File: src/rtl/reg_cmd_arbiter.sv
// reg_cmd_arbiter: round-robin arbiter for three command requesters
// sharing a single counter/register (inc, clear, load).
module reg_cmd_arbiter #(
  parameter int WIDTH = 16
) (
  input  logic             clk,
  input  logic             reset,
  input  logic [2:0]       req,
  input  logic [1:0]       op0,
  input  logic [1:0]       op1,
  input  logic [1:0]       op2,
  input  logic [WIDTH-1:0] data0,
  input  logic [WIDTH-1:0] data1,
  input  logic [WIDTH-1:0] data2,
  output logic [2:0]       gnt,
  output logic             inc,
  output logic             clr,
  output logic             write_en,
  output logic [WIDTH-1:0] dataout,
  output logic             busy
);

  logic [2:0]       gnt_q, gnt_d;
  logic             inc_q, inc_d;
  logic             clr_q, clr_d;
  logic             we_q, we_d;
  logic             busy_q, busy_d;
  logic [WIDTH-1:0] dout_q, dout_d;
  logic [1:0]       last_q, last_d;

  logic [3:0]       elig;
  logic [1:0]       p0, p1, p2;
  logic [1:0]       win;
  logic             win_vld;
  logic [1:0]       win_op;
  logic [WIDTH-1:0] win_dat;

  // The requester granted this cycle is masked out of the next round.
  assign elig = {1'b0,
                 req[2] & (op2 != 2'b00) & ~gnt_q[2],
                 req[1] & (op1 != 2'b00) & ~gnt_q[1],
                 req[0] & (op0 != 2'b00) & ~gnt_q[0]};

  // Search order starts just after the last winner and wraps 2->0.
  always_comb begin
    p0 = 2'd0;
    p1 = 2'd1;
    p2 = 2'd2;
    case (last_q)
      2'd0: begin
        p0 = 2'd1;
        p1 = 2'd2;
        p2 = 2'd0;
      end
      2'd1: begin
        p0 = 2'd2;
        p1 = 2'd0;
        p2 = 2'd1;
      end
      default: begin
        p0 = 2'd0;
        p1 = 2'd1;
        p2 = 2'd2;
      end
    endcase
  end

  // Pick the first eligible requester in search order.
  always_comb begin
    win_vld = 1'b1;
    win     = p0;
    if (elig[p0]) begin
      win = p0;
    end else if (elig[p1]) begin
      win = p1;
    end else if (elig[p2]) begin
      win = p2;
    end else begin
      win_vld = 1'b0;
      win     = last_q;
    end
  end

  // Mux the winner's op and data.
  always_comb begin
    win_op  = op0;
    win_dat = data0;
    case (win)
      2'd1: begin
        win_op  = op1;
        win_dat = data1;
      end
      2'd2: begin
        win_op  = op2;
        win_dat = data2;
      end
      default: begin
        win_op  = op0;
        win_dat = data0;
      end
    endcase
  end

  // Next-state: one-cycle grant pulse plus decoded command.
  always_comb begin
    gnt_d  = 3'b000;
    inc_d  = 1'b0;
    clr_d  = 1'b0;
    we_d   = 1'b0;
    busy_d = 1'b0;
    dout_d = dout_q;
    last_d = last_q;
    if (win_vld) begin
      gnt_d  = 3'b001 << win;
      last_d = win;
      busy_d = 1'b1;
      unique case (win_op)
        2'b01: inc_d = 1'b1;
        2'b10: clr_d = 1'b1;
        2'b11: begin
          we_d   = 1'b1;
          dout_d = win_dat;
        end
        default: busy_d = 1'b0;
      endcase
    end
  end

  // Output and arbitration state registers.
  always_ff @(posedge clk or negedge reset) begin
    if (!reset) begin
      gnt_q  <= 3'b000;
      inc_q  <= 1'b0;
      clr_q  <= 1'b0;
      we_q   <= 1'b0;
      busy_q <= 1'b0;
      dout_q <= '0;
      last_q <= 2'd2;
    end else begin
      gnt_q  <= gnt_d;
      inc_q  <= inc_d;
      clr_q  <= clr_d;
      we_q   <= we_d;
      busy_q <= busy_d;
      dout_q <= dout_d;
      last_q <= last_d;
    end
  end

  assign gnt      = gnt_q;
  assign inc      = inc_q;
  assign clr      = clr_q;
  assign write_en = we_q;
  assign dataout  = dout_q;
  assign busy     = busy_q;

endmodule
File: config.mk
export PLATFORM = sky130hd
export DESIGN_NAME = reg_cmd_arbiter
export DESIGN_NICKNAME = d
export VERILOG_FILES = /design/src/rtl/reg_cmd_arbiter.sv
export SDC_FILE = /design/constraint.sdc
export NUM_CORES = 1
export LEC_CHECK = 0
export CAP_MARGIN = 20
export CORE_ASPECT_RATIO = 0.9
export CORE_MARGIN = 2
export CORE_UTILIZATION = 39
export DETAILED_ROUTE_END_ITERATION = 8
export PLACE_DENSITY_LB_ADDON = 0.3
export SLEW_MARGIN = 20
export SYNTH_ARGS = -nofsm -noshare
export SYNTH_HDL_FRONTEND = slang
export SYNTH_SLANG_ARGS = --single-unit
File: constraint.sdc
create_clock -name clk -period 5.15 [get_ports clk]
set_input_delay 1.03 -clock clk [delete_from_list [all_inputs] [get_ports clk]]
set_output_delay 1.03 -clock clk [all_outputs]
set_load 0.05 [all_outputs]
==> impl_metrics.toml, run 1 <==
[die]
pin_count = 82
initial_core_util_pct = 40.12
rows = 21
fp.dieH_um = 62.15
die_area_um2 = 4264
die_w_um = 68.61
core_area_um2 = 3652

[power]
p_sw_share_pct = 48.37
ir_worst_vdd_v = 0.0003796
switchingPower_mw = 0.8051
p_int_mw = 0.8593
totalPowerFinal_mw = 1.664
power_frac_seq_pct = 21.0
pwr-share-comb_pct = 72.2
powerDensity_nw_per_um2 = 712.5
pwr-share-clk_pct = 6.8
leakagePower_nw = 0.9372

[clocking]
clkTransAtPathRegs_ns = 0.08
post-cts-setup-buffers = 0
cts_hold_buf = 0
cts_root_buffer = "clkbuf_8"
clkSinkCount = 25
cts-htree-levels = 1
clk_latency_ns = 0.26
cts_tree = "yes"
postCtsResizedCells = 0
cts_buffers = 3
cts_buffer_depth = 2

[synth]
syn_area_um2 = 1465
syn_area_per_cell_um2 = 11.36
netlist.area_leader.share_pct = 40.99
yosysSeqAreaShare_pct = 42.78
ys_async_sr_fraction_pct = 100.0
yosysMostFrequentCell = "dfrtp_1"
yosysUniqueCellTypes = 29
ys_ff_latch = 25
syn_nets = 191
synth-edff-count = 0
yosys_warnings = 0
ys_top_cells_by_count = "dfrtp_1 (24), a21oi_1 (17), a22oi_1 (16), nor2_1 (16), mux2_4 (9)"
synth_cells = 129
synthFlopType = "dfrtp_1"
synthTopCellsByArea = "dfrtp_1 (41%), mux2_4 (9.2%), a22oi_1 (8.2%)"
yosysTopAreaCell = "dfrtp_1"

[global_routing]
overflow = 0
grt_use_total_pct = 18.79
grt_pass1_vias = 1346
grt_pass1_wl_mm = 6.210
antenna_found_initial = 0
grt_max_degree = 26

[sta]
fin_crit_sh_pct = 84.03
slew_violations = 0
fin_tns_setup_ns = 0
hold_viol = 0
tightest_slew_ns = 0.7579
period_needed_ns = 4.327
clock.fmax_mhz = 231.1
setup-violations-final = 0
rsz0062_at_grt = "no"
whs_ns = 0.5169
slew_headroom_pct = 49.47
finalClockSkew_ns = 0.001496

[route]
drt_iter0_drc = 41
avgViaCountPerCell = 5.224
ant_nets = 0
drtPass1Iterations = 4
avgRoutedWirePerCell_um = 15.48
drt_drc_violations_left = 0
routed_wl_mm = 3.931
vias = 1327

[cells_and_area]
area.sequential_um2 = 626.9
fin_area_um2 = 2336
drive_above_1_share_pct = 15.38
n_antenna_cell = 0
multiInputGateArea_um2 = 763.2
area_growth_pct = 59.44
fin_cells = 254
finalNetCount = 271
fill_cells = 279

[worst_setup_path]
critPathKind = "primary input to flop"
startpoint_type = "primary input"
end_kind = "flop"
crit_fanout = 19
critPathRequiredTime_ns = 5.30
worstPathArrival_ns = 4.48

[place]
placed_cell_area_um2 = 2291
portBuffers = 81
dpl.cell_count = 250
gp_congestion = 0.8577
place_hpwl_mm = 3.054

[hold_path]
hold_class = "flop to flop"

[run]
maxCapViolations = 0

[run_status]
status = "completed"
-- power by group through the flow --
stage                     Clock (mW)  Sequential [mW]  Combinational (mW)
final                          0.112            0.350                1.20
after detailed placement           0            0.352                1.21
after CTS                      0.116            0.351                1.21
after global placement             0            0.349                1.18
after global routing           0.122            0.362                1.28
after floorplan                    0            0.645               0.601
-- worst max-delay path: stages --
cell	delay, ns
clkdlybuf4s50_1	0.44
o211ai_1	0.54
a211oi_1	0.17
a31oi_1	0.26
ha_1	0.70
a22o_1	0.31
mux2i_4	0.11
a311oi_4	0.22
buf_4	0.32
mux2_2	0.37
-- per-stage QoR --
step,worst slack (ns),util [%]
2_1_floorplan,1.697,-
3_5_place_dp,0.5408,62.73
5_1_grt,0.6363,63.96
6_report,0.8225,63.96
4_1_cts,0.8124,63.96
3_3_place_gp,0.8077,62.86
-- registers in the layout, indices dropped and copies added, names as in the netlist --
register	flops
write_en	1
last_q	2
dataout	16
clr	1
busy	1
gnt	3
inc	1
-- layer usage --
layer	global-route usage (%)	part of all wire, %	vias to the layer above
met4	4.500	0.99	0
met3	3.442	7.2	4
met2	33.29	54	58
met1	22.84	38	623
li1	-	-	642
met5	0	0	-
-- logic make-up (layout without fill, tap and decap cells) --
kind of cell	count (synthesis)	count (layout)	share of synthesized area [%]
AO/OA/AOI/OAI	47	47	24.25
adder cells (fa/ha/maj)	3	3	2.562
buffers and inverters	13	92	5.122
flip-flops	25	25	42.78
multiplexers	19	19	18.45
AND/OR/NAND/NOR	22	22	6.832
-- area by class of cell --
cell class | instances | share of cell area [%]
well taps | 46 | 2.464
clock buffers | 4 | 1.928
repair buffers | 84 | 35.46
flip-flops and latches | 25 | 26.83
multi-input cells | 91 | 32.67
inverters | 4 | 0.6427
-- cells in the final DEF, fill, tap and decap left out, types with 3 or more instances in the layout --
cell,n
clkbuf_8,3
mux2_2,8
a22oi_1,16
mux2_4,9
a21oi_1,17
buf_4,3
clkdlybuf4s50_1,80
nor2_1,16
inv_1,4
nor2b_1,3
dfrtp_1,24
ha_1,3
-- final timing paths --
kind                            slack, ns  cells after the start        start           to
min in group asynchronous            0.74                      1        reset     write_en
worst min register to register       0.52                      1  dataout[11]  dataout[11]
max in group asynchronous            4.03                      1        reset    last_q[1]
worst max-delay path                 0.82                     10       op2[1]   dataout[2]
worst max register to register       1.89                      9       gnt[0]   dataout[2]
worst min-delay path                 0.52                      1  dataout[11]  dataout[11]
(Power assumes the default switching activity.)
==> run 2, diff against run 1 <==
--- a/config.mk
+++ b/config.mk
@@ -8,7 +8,7 @@
 export CAP_MARGIN = 20
 export CORE_ASPECT_RATIO = 0.9
 export CORE_MARGIN = 2
-export CORE_UTILIZATION = 39
+export CORE_UTILIZATION = 38
 export DETAILED_ROUTE_END_ITERATION = 8
 export PLACE_DENSITY_LB_ADDON = 0.3
 export SLEW_MARGIN = 20
==> constraint.sdc (replaced) <==
create_clock -name clk -period 4.2 [get_ports clk]
set_input_delay 0.84 -clock clk [delete_from_list [all_inputs] [get_ports clk]]
set_output_delay 0.84 -clock clk [all_outputs]
set_load 0.05 [all_outputs]
==> impl_metrics.toml, run 2 (synthesis results as in run 1) <==
[run_status]
status = "completed"

[cells_and_area]
finalNetCount = 274
mostFrequentLayoutCells = "clkdlybuf4s50_1 (80), dfrtp_1 (24), a21oi_1 (17), a22oi_1 (16), nor2_1 (16)"
area.sequential_um2 = 626.9
layout_commonest_cell = "clkdlybuf4s50_1"
n_antenna_cell = 0
drive_above_1_share_pct = 17.06
largest_reg_flops = 16
area_growth_pct = 61.23
multiInputGateArea_um2 = 763.2
fill_cells = 286

[die]
die_w_um = 69.45
rows = 21
pin_count = 82
core_area_um2 = 3705
fp.dieH_um = 62.91
die_area_um2 = 4369
initial_core_util_pct = 39.55

[sta]
worst_slack_ns = 0.5710
tightest_slew_ns = 0.5197
setup-violations-final = 0
fin_tns_setup_ns = 0
hold_viol = 0
fin_crit_sh_pct = 86.41
period_needed_ns = 3.629
slew_headroom_pct = 65.24
slew_violations = 0
finalClockSkew_ns = 0.004976
clock.fmax_mhz = 275.6
rsz0062_at_grt = "no"

[place]
place_hpwl_mm = 3.158
portBuffers = 81
place_ws_ns = 0.3196
gp_congestion = 0.7703

[clocking]
post-cts-setup-buffers = 0
cts_hold_buf = 0
clk_latency_ns = 0.27
clkTransAtPathRegs_ns = 0.09
cts_buffer_depth = 2
postCtsResizedCells = 0
cts_buffers = 3
cts_tree = "yes"
clkSinkCount = 25
cts-htree-levels = 1
cts_root_buffer = "clkbuf_8"

[worst_setup_path]
critPathRequiredTime_ns = 4.36
critPathKind = "primary input to flop"
worstPathCellList = "clkdlybuf4s50_1 > o211a_1 > a211oi_1 > a31oi_1 > ha_1 > mux2i_4 > a311oi_4 > buf_4 > mux2_4"
crit_fanout = 10
end_kind = "flop"
critical-path-top-delay-family = "compound AO/OA/AOI/OAI gates"
critPathBufInv = 2
startpoint_type = "primary input"
cpMaxStageDelayCell = "clkdlybuf4s50_1"
worstPathArrival_ns = 3.79
cp_slowest_stage_delay_ns = 0.48

[power]
powerDensity_nw_per_um2 = 875.0
ir_worst_vdd_v = 0.0005164
leakagePower_nw = 0.9513

[route]
avgRoutedWirePerCell_um = 15.32
drt_iter0_drc = 71
drtPass1Iterations = 4
vias = 1331
routed_wl_mm = 3.938
avgViaCountPerCell = 5.179
drt_drc_violations_left = 0
ant_nets = 0

[hold_path]
hold_class = "flop to flop"

[global_routing]
antenna_found_initial = 0
grt_use_total_pct = 19.09
grt_max_degree = 33
grt_pass1_wl_mm = 6.699
grt_pass1_vias = 1373
overflow = 0

[run]
maxCapViolations = 0
## run 2: worst paths after layout
path / startpoint / end / slack (ns) / depth (start not counted)
max: op1[1] / dataout[9] / 0.57 / 9
max reg2reg: gnt[0] / dataout[9] / 1.29 / 9
min: dataout[7] / dataout[7] / 0.51 / 1
min in group asynchronous: reset / dataout[3] / 0.54 / 1
max in group asynchronous: reset / last_q[1] / 3.29 / 1
min reg2reg: dataout[7] / dataout[7] / 0.51 / 1
## run 2: power by group
group	switching, mW	internal [mW]	total, mW
sequential	0.0699	0.363	0.433
combinational	0.860	0.633	1.49
clock	0.0737	0.0672	0.141
total	1.00	1.06	2.07
## run 2: final cells by class
cell class,instances,share of cell area (%)
inverters,4,0.6356
clock buffers,3,1.748
clock inverters,1,0.3178
multi-input cells,91,32.31
well taps,46,2.436
flip-flops and latches,25,26.54
repair buffers,87,36.02
## run 2: metrics by stage
step	hold WS (ns)	util (%)	cells	power (mW)	area [um2]
6_report	0.5122	63.76	257	2.067	2362
5_1_grt	0.5437	63.76	257	2.199	2362
4_1_cts	0.5162	63.90	257	2.086	2367
3_5_place_dp	0.4973	62.58	253	1.939	2318
3_3_place_gp	0.4935	62.58	253	1.894	2318
2_1_floorplan	0.5374	-	129	1.528	1465
## run 2: layer usage
metal | wire length [um] | vias up | global-route usage [%]
met5 | 0 | - | 0
met4 | 45 | 0 | 4.657
met3 | 282 | 6 | 5.806
met2 | 2060 | 50 | 33.89
met1 | 1550 | 630 | 22.47
li1 | - | 645 | -
## run 2: worst reg2reg max path, cell delays in order (launching register included)
cell      delay, ns
dfrtp_1        0.40
inv_1          0.07
o211ai_2       0.19
mux2_2         0.36
a32oi_1        0.26
ha_1           0.38
mux2i_4        0.25
a311oi_4       0.29
buf_4          0.27
mux2_4         0.32
==> patch (settings of run 1) <==
`WIDTH`: 16 -> 32.
--- a/src/rtl/reg_cmd_arbiter.sv
+++ b/src/rtl/reg_cmd_arbiter.sv
@@ -1,7 +1,7 @@
 // reg_cmd_arbiter: round-robin arbiter for three command requesters
 // sharing a single counter/register (inc, clear, load).
 module reg_cmd_arbiter #(
-  parameter int WIDTH = 16
+  parameter int WIDTH = 32
 ) (
   input  logic             clk,
   input  logic             reset,
Ports: changed (resized data0, data1, data2 and dataout); port bits go from 82 to 146. The function was not compared with the original's and may differ.
==> patch against run 1 <==
- sequential share of layout area decreased by 1.1 points
- wire length increased by 64%
- power up 75%
- final area up 71%
- clock skew grew 0.0069 ns
- sequential cell count is 16 higher
- die area grew 59%
- setup slack improved by 0.20 ns
- count of clock-buffer cells in the layout is 3 higher
- area after synthesis grew 63%
==> patch: results (changes against run 1) <==
status: "complete, no violations"
placed_area_mm2: 0.00387  # +69%
syn-num-nets: 328  # +72%
grt_pass1_wl_um: 10400  # +68%
nets: 467  # +72%
numCtsBuffers: 5  # +2
dpl_worst_slack_ns: 0.740  # +0.199 ns
peakVddDrop_uv: 323  # -15%
max-slew-margin-rel_pct: 41.9  # -7.6 points
grt_max_degree: 65  # +150%
hpwl_um: 4840  # +59%
fin_skew_ns: 0.00844  # +0.00695 ns
initialDrtViolationCount: 117  # +190%
gp_congestion: 0.731  # -15%
seq_area_frac_synth_pct: 42.9  # +0.16 points
cp_max_fo: 33  # +14
synthDistinctLibCells: 26  # -10%
via_count: 2205  # +66%
synthTopCellsByArea: "dfrtp_1, mux2_4, a22oi_1, a21oi_1, nor2_1"
fill_cells: 481  # +72%
power.leakage_nw: 1.62  # +73%
clock_latency_ns: 0.29  # +0.03 ns
cp.arrival_ns: 4.29  # -0.19 ns
drive_gt1_share_pct: 15.1  # -0.30 points
totalWireLength_um: 6430  # +64%
grt_use_total_pct: 19.4  # +0.58 points
vias_per_cell: 5.13  # -1.8%
dominantRegCellSynth: "dfrtp_1"
dp_cells: 422  # +69%
synth_common_cells: "dfrtp_1, a21oi_1, a22oi_1, nor2_1, mux2_4"
largest_register_ffs: 32  # +16
-- patch: cell count changes after synthesis, moves of 4 or more --
cell / run 1 / this run
a21oi_1: 17 / 33
dfrtp_1: 24 / 40
mux2_2: 8 / 4
nor2_1: 16 / 32
clkbuf_1: 4 / 13
a22oi_1: 16 / 32
mux2_4: 9 / 29
-- patch: kinds of logic (layout without fill, tap and decap cells) --
group / count (synthesis) / count (layout) / synth area share, %
AO/OA/AOI/OAI: 79 / 79 / 22.9
adder cells (fa/ha/maj): 3 / 3 / 1.57
buffers and inverters: 22 / 162 / 4.71
flip-flops: 41 / 41 / 42.9
multiplexers: 35 / 35 / 21.2
AND/OR/NAND/NOR: 38 / 38 / 6.69
-- patch: final timing paths --
kind | start | end | slack, ns | depth (start not counted)
worst min register to register | dataout[7] | dataout[7] | 0.51 | 1
worst max-delay path | op0[1] | dataout[27] | 1.03 | 11
max in group asynchronous | reset | dataout[22] | 3.74 | 1
min in group asynchronous | reset | busy | 0.86 | 1
worst max register to register | gnt[0] | dataout[27] | 1.85 | 11
worst min-delay path | dataout[7] | dataout[7] | 0.51 | 1
-- patch: layer usage --
| layer | wire (um) | vias to the layer above | track usage, % |
|---|---|---|---|
| met1 | 2760 | 1020 | 24.4 |
| li1 | - | 1085 | - |
| met5 | 0 | - | 0 |
| met4 | 48 | 0 | 5.00 |
| met3 | 605 | 5 | 6.20 |
| met2 | 3020 | 95 | 32.2 |
-- patch: final cells by class --
class / count / area, um2 / area share [%]
sequential: 41 / 1030 / 25.8
clock inverter: 1 / 30.0 / 0.753
multi-input combinational: 155 / 1250 / 31.5
tap: 72 / 90.1 / 2.26
clock buffer: 7 / 86.3 / 2.17
timing repair buffer: 150 / 1480 / 37.2
inverter: 4 / 15.0 / 0.377
-- patch: where the power goes --
part           internal [mW]  switching, mW  total, mW
registers              0.489         0.0902      0.579
clock network          0.158          0.106      0.264
logic                  0.881           1.20       2.08
total                   1.53           1.39       2.92
-- patch: worst max-delay path: stages --
cell and delay [ns]:
clkdlybuf4s50_1 0.51, o211ai_2 0.22, mux2_2 0.36, a32oi_1 0.25, ha_1 0.22, buf_4 0.22
a22o_1 0.17, mux2i_2 0.10, a311oi_4 0.26, buf_4 0.52, mux2_2 0.40
